File: src/rtl/bus_mailbox_target.sv
// Memory-mapped 16-bit mailbox on the RDN/WR0N/WR1N data bus.
// The CPU pushes into a TX FIFO and pops from an RX FIFO; status and control registers sit alongside.
module bus_mailbox_target #(
   parameter logic [15:0] BASE_ADDR = 16'hFF10,
   parameter int unsigned DEPTH     = 8,
   parameter int unsigned AW        = 3
) (
   input  logic        CLK,
   input  logic        RESETN,
   input  logic [15:0] ADDR,
   input  logic [15:0] DIN,
   output logic [15:0] DOUT,
   input  logic        RDN,
   input  logic        WR0N,
   input  logic        WR1N,
   output logic [15:0] TX_DATA,
   output logic        TX_VALID,
   input  logic        TX_READY,
   input  logic [15:0] RX_DATA,
   input  logic        RX_VALID,
   output logic        RX_READY,
   output logic        INT
);

   localparam logic [AW:0] CNT_FULL = DEPTH[AW:0];

   logic          sel;
   logic [1:0]    off;
   logic          wrn;
   logic          wrn_q, rdn_q;
   logic          wr_arm, rd_arm;
   logic          rd_sel_data;
   logic          wr_ev, rd_fall, rx_pop_req;
   logic [15:0]   wr_word;
   logic          ctrl_wr, sts_wr;
   logic          unused_addr0;

   logic [15:0]   tx_mem [DEPTH];
   logic [AW-1:0] tx_wptr, tx_rptr;
   logic [AW:0]   tx_cnt;
   logic          tx_full, tx_empty, tx_push, tx_pop, tx_push_ok, tx_flush;

   logic [15:0]   rx_mem [DEPTH];
   logic [AW-1:0] rx_wptr, rx_rptr;
   logic [AW:0]   rx_cnt;
   logic          rx_full, rx_empty, rx_push, rx_pop, rx_flush;

   logic          tx_ovf, rx_unf;
   logic [1:0]    ctrl_ie;
   logic          int_q;
   logic [15:0]   status;

   always_comb begin
      unused_addr0 = ADDR[0];
      sel        = (ADDR[15:3] == BASE_ADDR[15:3]);
      off        = ADDR[2:1];
      wrn        = WR0N & WR1N;
      // The arm flags keep a strobe that was already low at reset release from counting as an edge.
      wr_ev      = wr_arm & wrn_q & ~wrn & sel;
      rd_fall    = rd_arm & rdn_q & ~RDN;
      rx_pop_req = ~rdn_q & RDN & rd_sel_data;
      wr_word    = {(WR1N ? 8'h00 : DIN[15:8]), (WR0N ? 8'h00 : DIN[7:0])};
      ctrl_wr    = wr_ev & (off == 2'd2);
      sts_wr     = wr_ev & (off == 2'd1) & ~WR0N;
      tx_flush   = ctrl_wr & ~WR0N & DIN[2];
      rx_flush   = ctrl_wr & ~WR0N & DIN[3];

      tx_full    = (tx_cnt == CNT_FULL);
      tx_empty   = (tx_cnt == '0);
      rx_full    = (rx_cnt == CNT_FULL);
      rx_empty   = (rx_cnt == '0);

      tx_push    = wr_ev & (off == 2'd0);
      tx_pop     = ~tx_empty & TX_READY;
      tx_push_ok = tx_push & (~tx_full | tx_pop);
      rx_push    = RX_VALID & ~rx_full;
      rx_pop     = rx_pop_req & ~rx_empty;

      status     = {4'(rx_cnt), 6'b0, rx_unf, tx_ovf, rx_empty, rx_full, tx_empty, tx_full};
   end

   always_comb begin
      DOUT = '0;
      if (!RDN && sel) begin
         case (off)
            2'd0:    DOUT = rx_empty ? 16'h0000 : rx_mem[rx_rptr];
            2'd1:    DOUT = status;
            2'd2:    DOUT = {14'b0, ctrl_ie};
            default: DOUT = '0;
         endcase
      end
   end

   assign TX_DATA  = tx_mem[tx_rptr];
   assign TX_VALID = ~tx_empty;
   assign RX_READY = ~rx_full;
   assign INT      = int_q;

   always_ff @(posedge CLK or negedge RESETN) begin
      if (!RESETN) begin
         wrn_q       <= 1'b1;
         rdn_q       <= 1'b1;
         wr_arm      <= 1'b0;
         rd_arm      <= 1'b0;
         rd_sel_data <= 1'b0;
      end else begin
         wrn_q <= wrn;
         rdn_q <= RDN;
         if (wrn) wr_arm <= 1'b1;
         if (RDN) rd_arm <= 1'b1;
         if (rd_fall) rd_sel_data <= sel && (off == 2'd0);
      end
   end

   always_ff @(posedge CLK or negedge RESETN) begin
      if (!RESETN) begin
         tx_ovf  <= 1'b0;
         rx_unf  <= 1'b0;
         ctrl_ie <= '0;
         int_q   <= 1'b0;
      end else begin
         if (sts_wr && DIN[4]) tx_ovf <= 1'b0;
         if (sts_wr && DIN[5]) rx_unf <= 1'b0;
         if (tx_push && tx_full && !tx_pop) tx_ovf <= 1'b1;
         if (rx_pop_req && rx_empty) rx_unf <= 1'b1;
         if (ctrl_wr && !WR0N) ctrl_ie <= DIN[1:0];
         int_q <= (ctrl_ie[0] & tx_empty) | (ctrl_ie[1] & ~rx_empty);
      end
   end

   always_ff @(posedge CLK or negedge RESETN) begin
      if (!RESETN) begin
         tx_wptr <= '0;
         tx_rptr <= '0;
         tx_cnt  <= '0;
      end else if (tx_flush) begin
         tx_wptr <= '0;
         tx_rptr <= '0;
         tx_cnt  <= '0;
      end else begin
         if (tx_push_ok) tx_wptr <= tx_wptr + 1'b1;
         if (tx_pop)     tx_rptr <= tx_rptr + 1'b1;
         case ({tx_push_ok, tx_pop})
            2'b10:   tx_cnt <= tx_cnt + 1'b1;
            2'b01:   tx_cnt <= tx_cnt - 1'b1;
            default: tx_cnt <= tx_cnt;
         endcase
      end
   end

   always_ff @(posedge CLK or negedge RESETN) begin
      if (!RESETN) begin
         rx_wptr <= '0;
         rx_rptr <= '0;
         rx_cnt  <= '0;
      end else if (rx_flush) begin
         rx_wptr <= '0;
         rx_rptr <= '0;
         rx_cnt  <= '0;
      end else begin
         if (rx_push) rx_wptr <= rx_wptr + 1'b1;
         if (rx_pop)  rx_rptr <= rx_rptr + 1'b1;
         case ({rx_push, rx_pop})
            2'b10:   rx_cnt <= rx_cnt + 1'b1;
            2'b01:   rx_cnt <= rx_cnt - 1'b1;
            default: rx_cnt <= rx_cnt;
         endcase
      end
   end

   // FIFO storage carries no reset; empty/full flags guard every read.
   always_ff @(posedge CLK) begin
      if (tx_push_ok && !tx_flush) tx_mem[tx_wptr] <= wr_word;
      if (rx_push && !rx_flush)    rx_mem[rx_wptr] <= RX_DATA;
   end

endmodule

File: config.mk
export PLATFORM = sky130hd
export DESIGN_NAME = bus_mailbox_target
export DESIGN_NICKNAME = d
export VERILOG_FILES = /design/src/rtl/bus_mailbox_target.sv
export SDC_FILE = /design/constraint.sdc
export NUM_CORES = 1
export LEC_CHECK = 0
export BUFFER_PORTS_ARGS = -buffer_cell sky130_fd_sc_hd__buf_2
export CAP_MARGIN = 0
export CORE_MARGIN = 4
export CORE_UTILIZATION = 42
export CTS_CLUSTER_SIZE = 40
export DETAILED_ROUTE_END_ITERATION = 8
export MAX_ROUTING_LAYER = met4
export PLACE_DENSITY = 0.62
export SKIP_LAST_GASP = 1
export SLEW_MARGIN = 0
export SYNTH_ARGS = -nofsm -noshare
export SYNTH_HDL_FRONTEND = slang
export SYNTH_SLANG_ARGS = --single-unit
File: constraint.sdc
create_clock -name CLK -period 4.4 [get_ports CLK]
set_clock_uncertainty 0.15 [all_clocks]
set_input_delay 0.22 -clock CLK [delete_from_list [all_inputs] [get_ports CLK]]
set_output_delay 0.22 -clock CLK [all_outputs]
set_load 0.01 [all_outputs]
=== Word-level counts from Yosys, hierarchy flattened ===
Memories as Yosys holds them, arrays and structs flattened.
Cells that the tools add are included.

* Register bits after elaboration: 30
* Latch bits: 0
* Memory bits (writable): 256
* ROM bits: 0
* Input bits: 55
* Output and inout port bits: 35
* Memories kept: 2

* $add $sub $neg: 8
* Multiply operators: 0
* Div/mod/pow operators: 0
* $lt $le $gt $ge: 0
* Equality and inequality tests: 9
* Shift-type cells: 0
* Muxes and demuxes: 25
* Bitwise gates (word level): 31
* Reduce and logical (&&, ||, !) cells: 26

{| class="wikitable"
|+ Memories
! name !! depth !! bits a word !! rd ports !! clocked after memory_dff !! wr ports !! line !! RTL
|-
| rx_mem || 8 || 16 || 1 || 0 || 1 || 43 || <nowiki>logic [15:0] rx_mem [DEPTH];</nowiki>
|-
| tx_mem || 8 || 16 || 1 || 0 || 1 || 38 || <nowiki>logic [15:0] tx_mem [DEPTH];</nowiki>
|}

{| class="wikitable"
|+ Operators with widths
! kind !! count
|-
| 16-bit case mux with 3 select lines || 1
|-
| 16-bit 2-to-1 mux || 2
|-
| 3-bit 2-to-1 mux || 8
|-
| 1-bit bitwise AND || 21
|-
| 8-bit 2-to-1 mux || 2
|-
| 4-bit case mux with 2 select lines || 2
|-
| 13-bit equality test (second input constant) || 1
|-
| 3-bit by 1-bit adder with 3-bit output (second input constant) || 4
|-
| 2-bit nonzero test || 6
|-
| 1-bit logical AND || 10
|-
| 4-bit by 1-bit adder with 4-bit output (second input constant) || 2
|-
| 4-bit equality test (second input constant) || 2
|-
| 4-bit logical NOT || 2
|-
| 1-bit 2-to-1 mux || 8
|-
| 4-bit 2-to-1 mux || 2
|-
| 1-bit inverter || 8
|-
| 4-bit by 1-bit subtractor with 4-bit output (second input constant) || 2
|-
| 2-bit by 1-bit equality test with 1-bit output (second input constant) || 3
|-
| 2-bit equality test (second input constant) || 3
|-
| 3-bit nonzero test || 2
|-
| 1-bit logical NOT || 5
|-
| 2-bit logical NOT || 1
|-
| 1-bit OR || 2
|}

=== Logic depth before layout (Yosys ltp) ===
* Word-level depth: 11
* Depth in mapped cells: 11

=== Worst setup path before layout ===
No wires, ideal clock.

* Path type: flip-flop to flip-flop
* From: reg wrn_q
* To: mem tx_mem[0][0] (enable)
* Library setup time: 0.430 ns
* Arrival time: 2.694 ns
* Slack: 1.126 ns
* Cell stages (with the launch flop): 5
* Buffers on the path: 0
* Period minus slack after synthesis: 3.274 ns
* Path through: dfstp_2 > and4bb_2 > and4_1 > nand3_1 > nor4_1

* Word-level cells in the longest chain between the ends: 10
* Elaborated cells on any way between the ends: 12
* Classes of those cells: mux (2); bitwise (8); reduce/logical (2)

{| class="wikitable"
|+ RTL lines
! what !! line !! RTL
|-
| start, declared || 30 || <nowiki>logic wrn_q, rdn_q;</nowiki>
|-
| start signal, assigned || 107 || <nowiki>wrn_q <= wrn;</nowiki>
|-
| 1-bit bitwise AND * (3 in series) || 59 || <nowiki>wr_ev = wr_arm & wrn_q & ~wrn & sel;</nowiki>
|-
| 1-bit bitwise AND || 63 || <nowiki>ctrl_wr = wr_ev & (off == 2'd2);</nowiki>
|-
| 1-bit bitwise AND (2 in series) || 65 || <nowiki>tx_flush = ctrl_wr & ~WR0N & DIN[2];</nowiki>
|-
| 1-bit logical NOT || 173 || <nowiki>if (tx_push_ok && !tx_flush) tx_mem[tx_wptr] <= wr_word;</nowiki>
|-
| 1-bit logical AND * || 173 ||
|-
| 1-bit 2-to-1 mux * || 173 ||
|-
| 1-bit 2-to-1 mux (implied by the code) * || 173 ||
|-
| end, declared || 38 ||
|}

Every way passes the cells marked *; elsewhere a longest branch is shown, timed or not.

=== Final worst setup path ===
* From: reg rx_rptr[1]
* To: out DOUT[0]

* Word-level cells in the longest chain between the ends: 4

{| class="wikitable"
|+ RTL lines
! what !! line !! RTL
|-
| start, declared || 44 || <nowiki>logic [AW-1:0] rx_wptr, rx_rptr;</nowiki>
|-
| start signal, assigned || 162 || <nowiki>if (rx_pop) rx_rptr <= rx_rptr + 1'b1;</nowiki>
|-
| memory 8 x 16 bit || n/a ||
|-
| 16-bit 2-to-1 mux || 86 || <nowiki>2'd0: DOUT = rx_empty ? 16'h0000 : rx_mem[rx_rptr];</nowiki>
|-
| 16-bit case mux with 3 select lines || 85 || <nowiki>case (off)</nowiki>
|-
| 16-bit 2-to-1 mux || 84 || <nowiki>if (!RDN && sel) begin</nowiki>
|-
| end, declared || 12 || <nowiki>output logic [15:0] DOUT,</nowiki>
|}

No other way between the ends.

==> results.json <==
{
  "r2r_start": "rx_cnt[0]$_DFFE_PN0P_",
  "cts_tree": "done",
  "ys_types": 59,
  "synth_warnings": 0,
  "yosysTopAreaCellShare": 0.650,
  "timing.slew.headroom": 0.343,
  "area_growth_pct": 18.6,
  "p_leak_nw": 4.64,
  "layout.nets": 844,
  "max_cap_violations": 0,
  "rows": 61,
  "via_per_inst": 5.33,
  "cts_buffers": 29,
  "clockRootBuffer": "clkbuf_16",
  "drive_above_1_share": 0.320,
  "p_per_area_nw_per_um2": 511,
  "io_pins": 90,
  "critPathRequiredTime_ns": 4.03,
  "postCtsHoldBufs": 31,
  "hold_violations": 0,
  "dr.pass1.iters": 5,
  "synth_top_area_cell": "edfxtp_1",
  "worstHoldStart": "DIN[13]",
  "wirelength_um": 25000,
  "grt_pass1_vias": 6773,
  "wl_per_cell_um": 21.1,
  "synth_seq_area_share": 0.714,
  "drc": 0,
  "gr-total-overflow": 0,
  "final_util": 0.505,
  "ff2ff_setup_slack_ns": 1.36,
  "hold_class": "primary input to flop",
  "layout_min_cycle_time_ns": 3.17,
  "route.antenna.remaining_nets": 0,
  "fin_area_um2": 14000,
  "synth_fp_nets": 702,
  "clock_sinks": 286,
  "num_vias": 6296,
  "startpoint": "rx_rptr[1]$_DFFE_PN0P_",
  "synth_most_common_cell": "edfxtp_1",
  "gp_congestion": 0.837,
  "grt_pass1_wl_um": 38400,
  "ir_drop_mv": 0.387,
  "finalSetupViolCount": 0,
  "clk_pin_slew_worst_paths_ns": 0.06,
  "cts_max_path_buffers": 3,
  "die_w_um": 176,
  "clkLatencyLatePin_ns": 0.53,
  "htree_levels": 1,
  "r2r_cells": 9,
  "drt_iter0_drc": 360,
  "die_h_um": 176,
  "synthArstFlopShare": 0.105,
  "synthTopCellsByCount": "edfxtp_1, mux4_2, nor2_1",
  "synth_area_per_cell_um2": 18.5,
  "globalRouteTotalUtil": 0.166,
  "whs_path_depth": 2,
  "synth_edf_count": 256,
  "crit_type": "flop to primary output",
  "io_buffers": 88,
  "synth_area_leaders": "edfxtp_1, mux4_2, dfrtp_1",
  "ys_seq_elements": 286,
  "syn_inst": 638,
  "worst_slew_pin_slew_ns": 0.986,
  "grt_antenna_before_repair": 2,
  "end_kind": "primary output",
  "start_kind": "flop",
  "cts_setup_buffers": 0,
  "timing.final.crit_share": 0.722,
  "max_freq_mhz": 315,
  "dieArea_um2": 30900,
  "start_util": 0.426,
  "worstPathArrival_ns": 2.80,
  "postCtsResizedCells": 0,
  "setup_tns_ns": 0,
  "status": "complete, no violations",
  "synth_ff_type": "edfxtp_1",
  "placed_area_um2": 12800,
  "grt_start_max_net_pins": 35,
  "core-area_um2": 27800,
  "rsz0062_at_grt": "false",
  "synth_area_um2": 11800,
  "dp_hpwl_um": 15300,
  "crit_fanout": 13,
  "finalMaxSlewViolations": 0
}
## worst max-delay path, cell delays in order (launching register included)
cell	delay (ns)
dfrtp_1	0.77
mux4_2	0.59
mux2_2	0.30
nand3_1	0.11
a21oi_1	0.07
o21a_1	0.26
buf_2	0.16
## power breakdown
part           internal, W  leakage, nW  total [W]  switching, W
sequential         0.00321         2.59    0.00352      0.000305
clock              0.00138        0.436    0.00235      0.000970
combinational     0.000693         1.61    0.00131      0.000616
total              0.00528         4.64    0.00717       0.00189
## final cells by class
type / instances / area, µm²
diodes: 2 / 5.00
clock buffers: 34 / 744
clock inverters: 19 / 170
fillers: 2319 / 13800
inverters: 4 / 15.0
multi-input cells: 318 / 3260
flip-flops and latches: 286 / 8440
well taps: 378 / 473
repair buffers: 141 / 916
## registers in the layout, indices dropped and copies added (netlist names), 2 cells and up
signal / cells
rx_cnt: 4
ctrl_ie: 2
tx_cnt: 4
tx_wptr: 3
rx_rptr: 3
tx_mem: 128
rx_wptr: 3
rx_mem: 128
tx_rptr: 3
## worst paths after layout
| path | to |
|---|---|
| max | DOUT[0] |
| max reg2reg | rx_cnt[3]$_DFFE_PN0P_ |
| min in group asynchronous | tx_cnt[1]$_DFFE_PN0P_ |
| min | tx_mem[7][13]$_DFFE_PP_ |
| max in group asynchronous | rx_rptr[0]$_DFFE_PN0P_ |
| min reg2reg | rd_arm$_DFFE_PN0P_ |
## cells in the final DEF, fill, tap and decap left out, types with 4 or more instances in the layout
cell / Yosys / routed
mux2_2: 20 / 20
clkinv_1: 0 / 9
xor2_1: 8 / 8
dfrtp_1: 28 / 25
mux4_2: 64 / 64
inv_1: 4 / 4
nand3_1: 7 / 7
clkbuf_16: 0 / 29
nand2_1: 22 / 22
nor3_2: 1 / 6
nand4_1: 6 / 6
o21a_1: 4 / 4
nor3_1: 16 / 11
buf_2: 13 / 88
buf_4: 3 / 22
nand2b_1: 9 / 9
edfxtp_1: 256 / 256
nor2b_1: 22 / 22
mux2i_1: 17 / 17
nor2_1: 38 / 38
ha_1: 8 / 8
and4_1: 5 / 5
a21oi_1: 17 / 17
dlygate4sd3_1: 0 / 31
clkbuf_1: 12 / 5
## kinds of logic (layout without fill, tap and decap cells)
kind of cell	after synthesis	in the layout	share of synthesized area
compound gates	44	44	0.0235
xor+xnor	11	11	0.00973
fa+ha+maj	9	9	0.0102
buf+inv	34	198	0.0137
flops	286	286	0.714
mux	102	102	0.157
other cells	0	2	0
simple gates	152	152	0.0728
## per-layer routing
layer	share of wire	GRT usage	up-vias
met3	0.048	0.0271	51
met4	0.024	0.0432	0
met2	0.52	0.284	179
met1	0.41	0.208	3227
met5	0	-	-
li1	-	-	2839
## stage by stage
stage	power, W	hold WS, ns	setup slack (ns)	instances
2_1_floorplan	0.00440	-0.226	1.13	638
3_3_place_gp	0.00480	0.152	1.44	1096
3_5_place_dp	0.00487	0.164	1.38	1096
4_1_cts	0.00725	0.0000350	1.16	1180
5_1_grt	0.00751	0.0120	1.05	1182
6_report	0.00717	0.0148	1.23	1182
Note: power is estimated with default switching activity, not from simulation.
